$ cat src/rtl/tt_ihp_oe_sequencer.sv
// Pad output-enable sequencer for the IHP GPIO ring.
// Break-before-make with dead time and group-staggered re-enable.
module tt_ihp_oe_sequencer #(
    parameter int N_PADS      = 48,
    parameter int GROUP       = 8,
    parameter int DEAD_CYCLES = 4,
    parameter int STEP_CYCLES = 2
) (
    input  logic              clk,
    input  logic              rst_n,
    input  logic              cfg_valid,
    output logic              cfg_ready,
    input  logic [N_PADS-1:0] cfg_oe,
    input  logic              kill,
    input  logic [N_PADS-1:0] core_oe,
    output logic [N_PADS-1:0] pad_oe,
    output logic              busy
);

    localparam int NGROUPS = (N_PADS + GROUP - 1) / GROUP;
    localparam int CMAX = (DEAD_CYCLES > STEP_CYCLES) ?
                          DEAD_CYCLES : STEP_CYCLES;
    localparam int CW = (CMAX > 1) ? $clog2(CMAX) : 1;
    localparam int GW = (NGROUPS > 1) ? $clog2(NGROUPS) : 1;

    typedef enum logic [1:0] {
        S_IDLE,
        S_BREAK,
        S_DEAD,
        S_RAMP
    } state_t;

    state_t            r_state;
    logic [CW-1:0]     r_cnt;
    logic [GW-1:0]     r_grp;
    logic [N_PADS-1:0] r_mask;
    logic [N_PADS-1:0] r_gate;
    logic [N_PADS-1:0] r_pad;
    logic              r_busy;
    logic              w_accept;

    assign cfg_ready = (r_state == S_IDLE) && !kill;
    assign w_accept  = cfg_valid && cfg_ready;
    assign pad_oe    = r_pad;
    assign busy      = r_busy;

    // Sequencer FSM: break, dead-time hold, then staggered group enables.
    always_ff @(posedge clk or negedge rst_n) begin
        if (!rst_n) begin
            r_state <= S_IDLE;
            r_cnt   <= '0;
            r_grp   <= '0;
            r_mask  <= '0;
            r_gate  <= '0;
            r_busy  <= 1'b0;
        end else if (kill) begin
            r_state <= S_IDLE;
            r_cnt   <= '0;
            r_grp   <= '0;
            r_gate  <= '0;
            r_busy  <= 1'b0;
        end else begin
            unique case (r_state)
                S_IDLE: begin
                    if (w_accept) begin
                        r_mask  <= cfg_oe;
                        r_state <= S_BREAK;
                        r_busy  <= 1'b1;
                    end
                end
                S_BREAK: begin
                    r_gate  <= '0;
                    r_cnt   <= CW'(DEAD_CYCLES - 1);
                    r_state <= S_DEAD;
                end
                S_DEAD: begin
                    if (r_cnt != '0) begin
                        r_cnt <= r_cnt - CW'(1);
                    end else begin
                        r_grp   <= '0;
                        r_cnt   <= CW'(STEP_CYCLES - 1);
                        r_state <= S_RAMP;
                    end
                end
                S_RAMP: begin
                    if (r_cnt != '0) begin
                        r_cnt <= r_cnt - CW'(1);
                    end else begin
                        for (int i = 0; i < N_PADS; i++) begin
                            if ((i / GROUP) == int'(r_grp)) begin
                                r_gate[i] <= r_mask[i];
                            end
                        end
                        if (r_grp == GW'(NGROUPS - 1)) begin
                            r_grp   <= '0;
                            r_cnt   <= '0;
                            r_busy  <= 1'b0;
                            r_state <= S_IDLE;
                        end else begin
                            r_grp <= r_grp + GW'(1);
                            r_cnt <= CW'(STEP_CYCLES - 1);
                        end
                    end
                end
                default: begin
                    r_state <= S_IDLE;
                end
            endcase
        end
    end

    // Pad enables: core request qualified by the previous cycle's gate.
    always_ff @(posedge clk or negedge rst_n) begin
        if (!rst_n) begin
            r_pad <= '0;
        end else begin
            r_pad <= core_oe & r_gate;
        end
    end

endmodule

$ cat config.mk
export PLATFORM = sky130hd
export DESIGN_NAME = tt_ihp_oe_sequencer
export DESIGN_NICKNAME = d
export VERILOG_FILES = /design/src/rtl/tt_ihp_oe_sequencer.sv
export SDC_FILE = /design/constraint.sdc
export NUM_CORES = 1
export LEC_CHECK = 0
export BUFFER_PORTS_ARGS = -buffer_cell sky130_fd_sc_hd__buf_4
export CORE_AREA = 5 5 118 131
export CTS_CLUSTER_DIAMETER = 60
export DETAILED_ROUTE_END_ITERATION = 7
export DIE_AREA = 0 0 123 136
export PLACE_DENSITY = 0.72
export SYNTH_ARGS = -nofsm -noshare
export SYNTH_HDL_FRONTEND = slang
export SYNTH_SLANG_ARGS = --single-unit
$ cat constraint.sdc
create_clock -name clk -period 2.3 [get_ports clk]
set_input_delay 0.575 -clock clk [delete_from_list [all_inputs] [get_ports clk]]
set_output_delay 0.575 -clock clk [all_outputs]
set_load 0.01 [all_outputs]
# Yosys cells after proc, flatten, opt, wreduce, memory -nomap -nowiden
# Cells that the tools add are included.
# totals
ff_bits	152
input_bits	100
out_inout_bits	50
elab_cells	127
# op_classes
n_addsub	2
eq_ne	19
n_mux	72
bitwise	2
reduce_logical	20
# op_table
op	count
2-to-1 mux 48 bit	2
one-hot mux 48 bit (2 select lines)	1
2-to-1 mux 1 bit	53
AND 48 bit	1
!= test 3 bit, second input constant	10
AND reduction 3 bit	8
2-to-1 mux 2 bit	8
== test 3 bit, first input constant	4
2-to-1 mux 3 bit	4
nonzero test 3 bit	3
one-hot mux 2 bit (4 select lines)	1
AND reduction 4 bit	2
one-hot mux 2 bit (3 select lines)	1
one-hot mux 3 bit (2 select lines)	1
== test 2 bit, second input constant	2
nonzero test 4 bit	1
adder 3 x 1 -> 3 bit, second input constant	1
== test 2 x 3 -> 1 bit, first input constant	1
== test 3 bit, second input constant	1
logical NOT 3 bit	1
== test 2 x 1 -> 1 bit, second input constant	1
logical AND 1 bit	2
logical NOT 2 bit	1
one-hot mux 1 bit (2 select lines)	1
other kinds (4)	4

# Longest topological paths before layout
# depth
depth_word	6
mapped_depth	7
depth_no_buf	5

# Worst setup path after synthesis
# OpenSTA, ideal clock, no wires.
# synth_timing
path_kind	register to register
startpoint	register r_state[1]
endpoint	register r_gate[10]
arrival_time_ns	1.769
required_ns	2.220
setup_slack_ns	0.451
stages_incl_launch_ff	7
synth_period_minus_slack_ns	1.849
path_cell_list	dfrtp_1 > ha_1 > buf_4 > or3b_1 > buf_6 > a32oi_4 > mux2i_1
# synth_between
elab_chain_len	3
word_cells_on_any_way	8
classes_between	eq/ne (4); mux (2); reduce/logical (2)
# synth_rtl
element	line	rtl
from (decl)	33	state_t r_state;
from (signal assigned)	50	r_state <= S_IDLE;
from (signal assigned)	57	r_state <= S_IDLE;
from (signal assigned)	67	r_state <= S_BREAK;
== test 2 bit / == test 2 x 1 -> 1 bit (equally long branches)	63	unique case (r_state)
!= test 3 bit (no line) (tied with other cells)	-	
AND reduction 3 bit (no line) / 2-to-1 mux 48 bit (equally long branches)	-	
to (signal, indexed assignment)	91	r_gate[i] <= r_mask[i];
to (decl)	37	logic [N_PADS-1:0] r_gate;
# Several ways; a longest one is shown, not always the timed one.
# A chain may end at the register's enable or synchronous reset.

# Worst setup path after layout
# layout_timing
startpoint	register r_state[1]
endpoint	output port cfg_ready
# layout_between
elab_chain_len	2
# layout_rtl
element	line	rtl
logical NOT 2 bit	42	assign cfg_ready = (r_state == S_IDLE) && !kill;
logical AND 1 bit	42	
to (decl)	12	output logic cfg_ready,
# No other way between the ends.

==> key figures <==
Setup path
  • Max FO, Critical Path: 5
  • Largest delay share family, worst path: flip-flops
  • Crit. End Element: output pin
  • Setup crit start kind: flop
  • CP Data Required Time: 1.73 ns
  • Critical-path cell list: inv_1 -> ha_1 -> nor2b_2 -> buf_4
  • CP max stage delay: 0.42 ns
  • Critical path buffer and inverter count: 2
  • CP Class: reg2out
  • Crit path max-delay cell type: dfrtp_1
  • Worst path arrival time: 1.60 ns

CTS
  • Clk root buf: clkbuf_16
  • Clk sinks: 152
  • Cts hold-fix bufs: 0
  • CTS tree: built
  • H-tree depth: 4
  • Worst-path clk slew: 0.06 ns
  • Skew-Pair Late Insertion Delay: 0.43 ns
  • Number of CTS-inserted buffers: 17
  • CTS Buffer Depth: 2

GRT
  • Tot GR Track Use: 0.1678
  • First-pass GRT wire length: 21,460 um
  • Global Route met2 Usage: 0.3011
  • Met1 GRT Util: 0.1820
  • Met3 usage: 0.05327
  • Initial antenna violation count: 0
  • Vias in the first global route: 4,426
  • Largest net degree at the start of global routing: 55
  • Grt total ovfl: 0
  • Busiest grt layer: met2

STA
  • Skew final: 0.01177 ns
  • Final setup viols: 0
  • Hold Fails Final Rpt: 0
  • Pins Over Slew Limit: 0
  • Final min period: 2.178 ns
  • Fin Hold WS: 0.09601 ns
  • RSZ-0062 raised after global routing: no
  • Max Freq: 0.4591 GHz
  • Crit share post-route: 0.9470
  • Worst-Margin Slew: 0.6183 ns
  • Slew margin rel.: 0.5878

Logic synthesis
  • Seq/Total Area, Yosys: 0.6230
  • Asr flop ratio synth: 1.000
  • Commonest register cell after synthesis: dfrtp_1
  • Ys Warns: 0
  • Post-Synth XOR/XNOR Area: 0
  • Mapped Cells: 472
  • Syn nets: 577
  • Unique cell type count in the Yosys netlist: 33
  • Post-synthesis mux area share: 0.1738
  • Adder-cell share of the synthesized area: 0.01025
  • Mapped Area: 6106 um2
  • Post-Syn Area per Cell: 12.94 um2
  • Simple-gate portion of the synthesized area: 0.1037
  • Flops & latches, synth: 152
  • Main combinational cell family by area after synthesis: multiplexers
  • Synth Area in Compound Gates: 0.03934
  • Post-synth EDFFs: 0

Detailed routing
  • Vias: 3,932
  • First-pass DRT Iterations: 4
  • DR WL/cell: 15.79 um
  • Via/cell ratio: 4.687
  • ANT nets after route: 0
  • 1st-iter DRT viols: 142
  • DRC Markers: 0
  • Overall routed net length: 13,250 um

Final layout
  • Post-route cell area: 8140 um2
  • Layout area overhead: 33.32%
  • N_diodes: 0
  • Fillcell total: 1,187
  • Share of cells above drive strength 1: 0.3910
  • Final nets: 739

Die
  • Die width: 123 um
  • Die Span Y: 136 um
  • Die area: 16,730 um2
  • Placeable Area: 14,100 um2
  • Rows: 46
  • IO Pins: 150
  • Initial Utilization: 0.4330

Power and ir drop
  • P_leak: 4.008 nW
  • Max IR drop VDD: 0.0005038 V
  • P per Cell Area: 989.2 nW/um2
  • Total power: 0.008052 W

Placement
  • HPWL after DPL: 9536 um
  • Placed cell areas: 7485 um2
  • # port buffers: 149
  • GPL Wtd Cong: 0.7387

Status
  • Run status: complete, no violations

Hold path
  • Hold Crit Class: in2async

Run
  • Max Cap Viol: 0
[path summary, 6_finish.rpt]
check,start,end,slack (ns),cells past startpoint
max in group asynchronous,rst_n,r_mask[13],1.53,2
setup reg to reg,r_state[1],r_gate[31],0.15,4
hold reg to reg,r_gate[12],pad_oe[12],0.48,1
hold / removal,rst_n,r_mask[43],0.1,1
setup / recovery,r_state[1],cfg_ready,0.12,4
min in group clk,core_oe[10],pad_oe[10],0.36,2
[worst register-to-register path, stage by stage (launching register included)]
cell and delay (ns):
dfrtp_1 0.41, ha_1 0.36, nand2b_1 0.56, o211a_1 0.52
mux2i_1 0.24
[cells in the final DEF, fill, tap and decap left out, types with 2 or more instances in the layout]
cell type,instances
o21ai_0,5
bufinv_16,3
mux2i_1,52
buf_4,155
nor3b_1,2
buf_12,4
nand2_1,52
ha_1,5
clkbuf_16,17
inv_1,57
or3_1,2
clkinvlp_4,4
nor2_1,2
clkinv_2,4
or3b_2,3
a32oi_4,5
nand2b_1,3
mux2_2,48
and2_1,49
clkbuf_8,3
dfrtp_1,152
nand3b_1,2
[stage by stage]
| step | setup WS (ns) | TNS (ns) | cells | util |
|---|---|---|---|---|
| after floorplan | 0.4513 | 0 | 472 | - |
| after global placement | 0.1209 | 0 | 804 | 0.5308 |
| after detailed placement | -0.01246 | -0.04099 | 804 | 0.5308 |
| after CTS | 0.007596 | 0 | 836 | 0.5744 |
| after global routing | 0.02387 | 0 | 839 | 0.5773 |
| final | 0.1218 | 0 | 839 | 0.5773 |
[layer usage]
layer  share of wire  vias to the layer above  routed length (um)
met3           0.056                       22                 737
met1            0.37                     1966                4920
met2            0.55                       97                7316
li1                -                     1847                   -
met5               0                        -                   0
met4           0.020                        0                 270
[state kept, by name, summed over array words and instances, names as in the netlist]
signal and cells:
busy 1, r_gate 48, r_state 2, r_grp 3
pad_oe 48, r_cnt 2, r_mask 48
[cell usage after synthesis (2+ instances only)]
cell type	instances	area (um2)
nand2_1	53	198.9
nor2b_1	3	18.77
or3b_2	3	26.28
nand2b_1	3	18.77
buf_2	6	30.03
and2_1	49	306.5
ha_1	5	62.56
mux2_2	48	540.5
buf_6	2	22.52
clkbuf_1	7	26.28
nor2_1	2	7.510
o21ai_0	5	25.02
dfrtp_1	152	3804
nor3b_1	2	15.01
a32oi_4	5	137.6
nand3b_1	2	15.01
or3_1	2	12.51
inv_1	57	214.0
mux2i_1	52	520.5
[where the power goes]
group	switching, W	internal, W
Sequential	0.000317	0.00322
Combinational	0.000722	0.000947
Clock	0.00107	0.00178
Total	0.00210	0.00595
[area by class of cell]
cell class | instances | area [um2] | share of cell area
flip-flops and latches | 152 | 3804 | 0.4673
multi-input cells | 246 | 2012 | 0.2472
repair buffers | 160 | 1255 | 0.1542
clock buffers | 20 | 466.7 | 0.05733
well taps | 192 | 240.2 | 0.02951
inverters | 57 | 214.0 | 0.02628
clock inverters | 12 | 148.9 | 0.01829
[kinds of logic (layout without fill, tap and decap cells)]
family	after synthesis	in the layout
muxes	100	100
and+or+nand+nor	121	121
buffers and inverters	74	249
DFF	152	152
adders and majority gates	5	5
AOI/OAI and AO/OA	20	20
[repair_timing]
item | in CTS | in global routing
setup buffers | 0 | 3
resized for setup | 0 | 2
endpoints found under the setup margin | 11 | 46
pin swaps | 4 | 2
No activity file was read; power rests on OpenSTA's default activity.
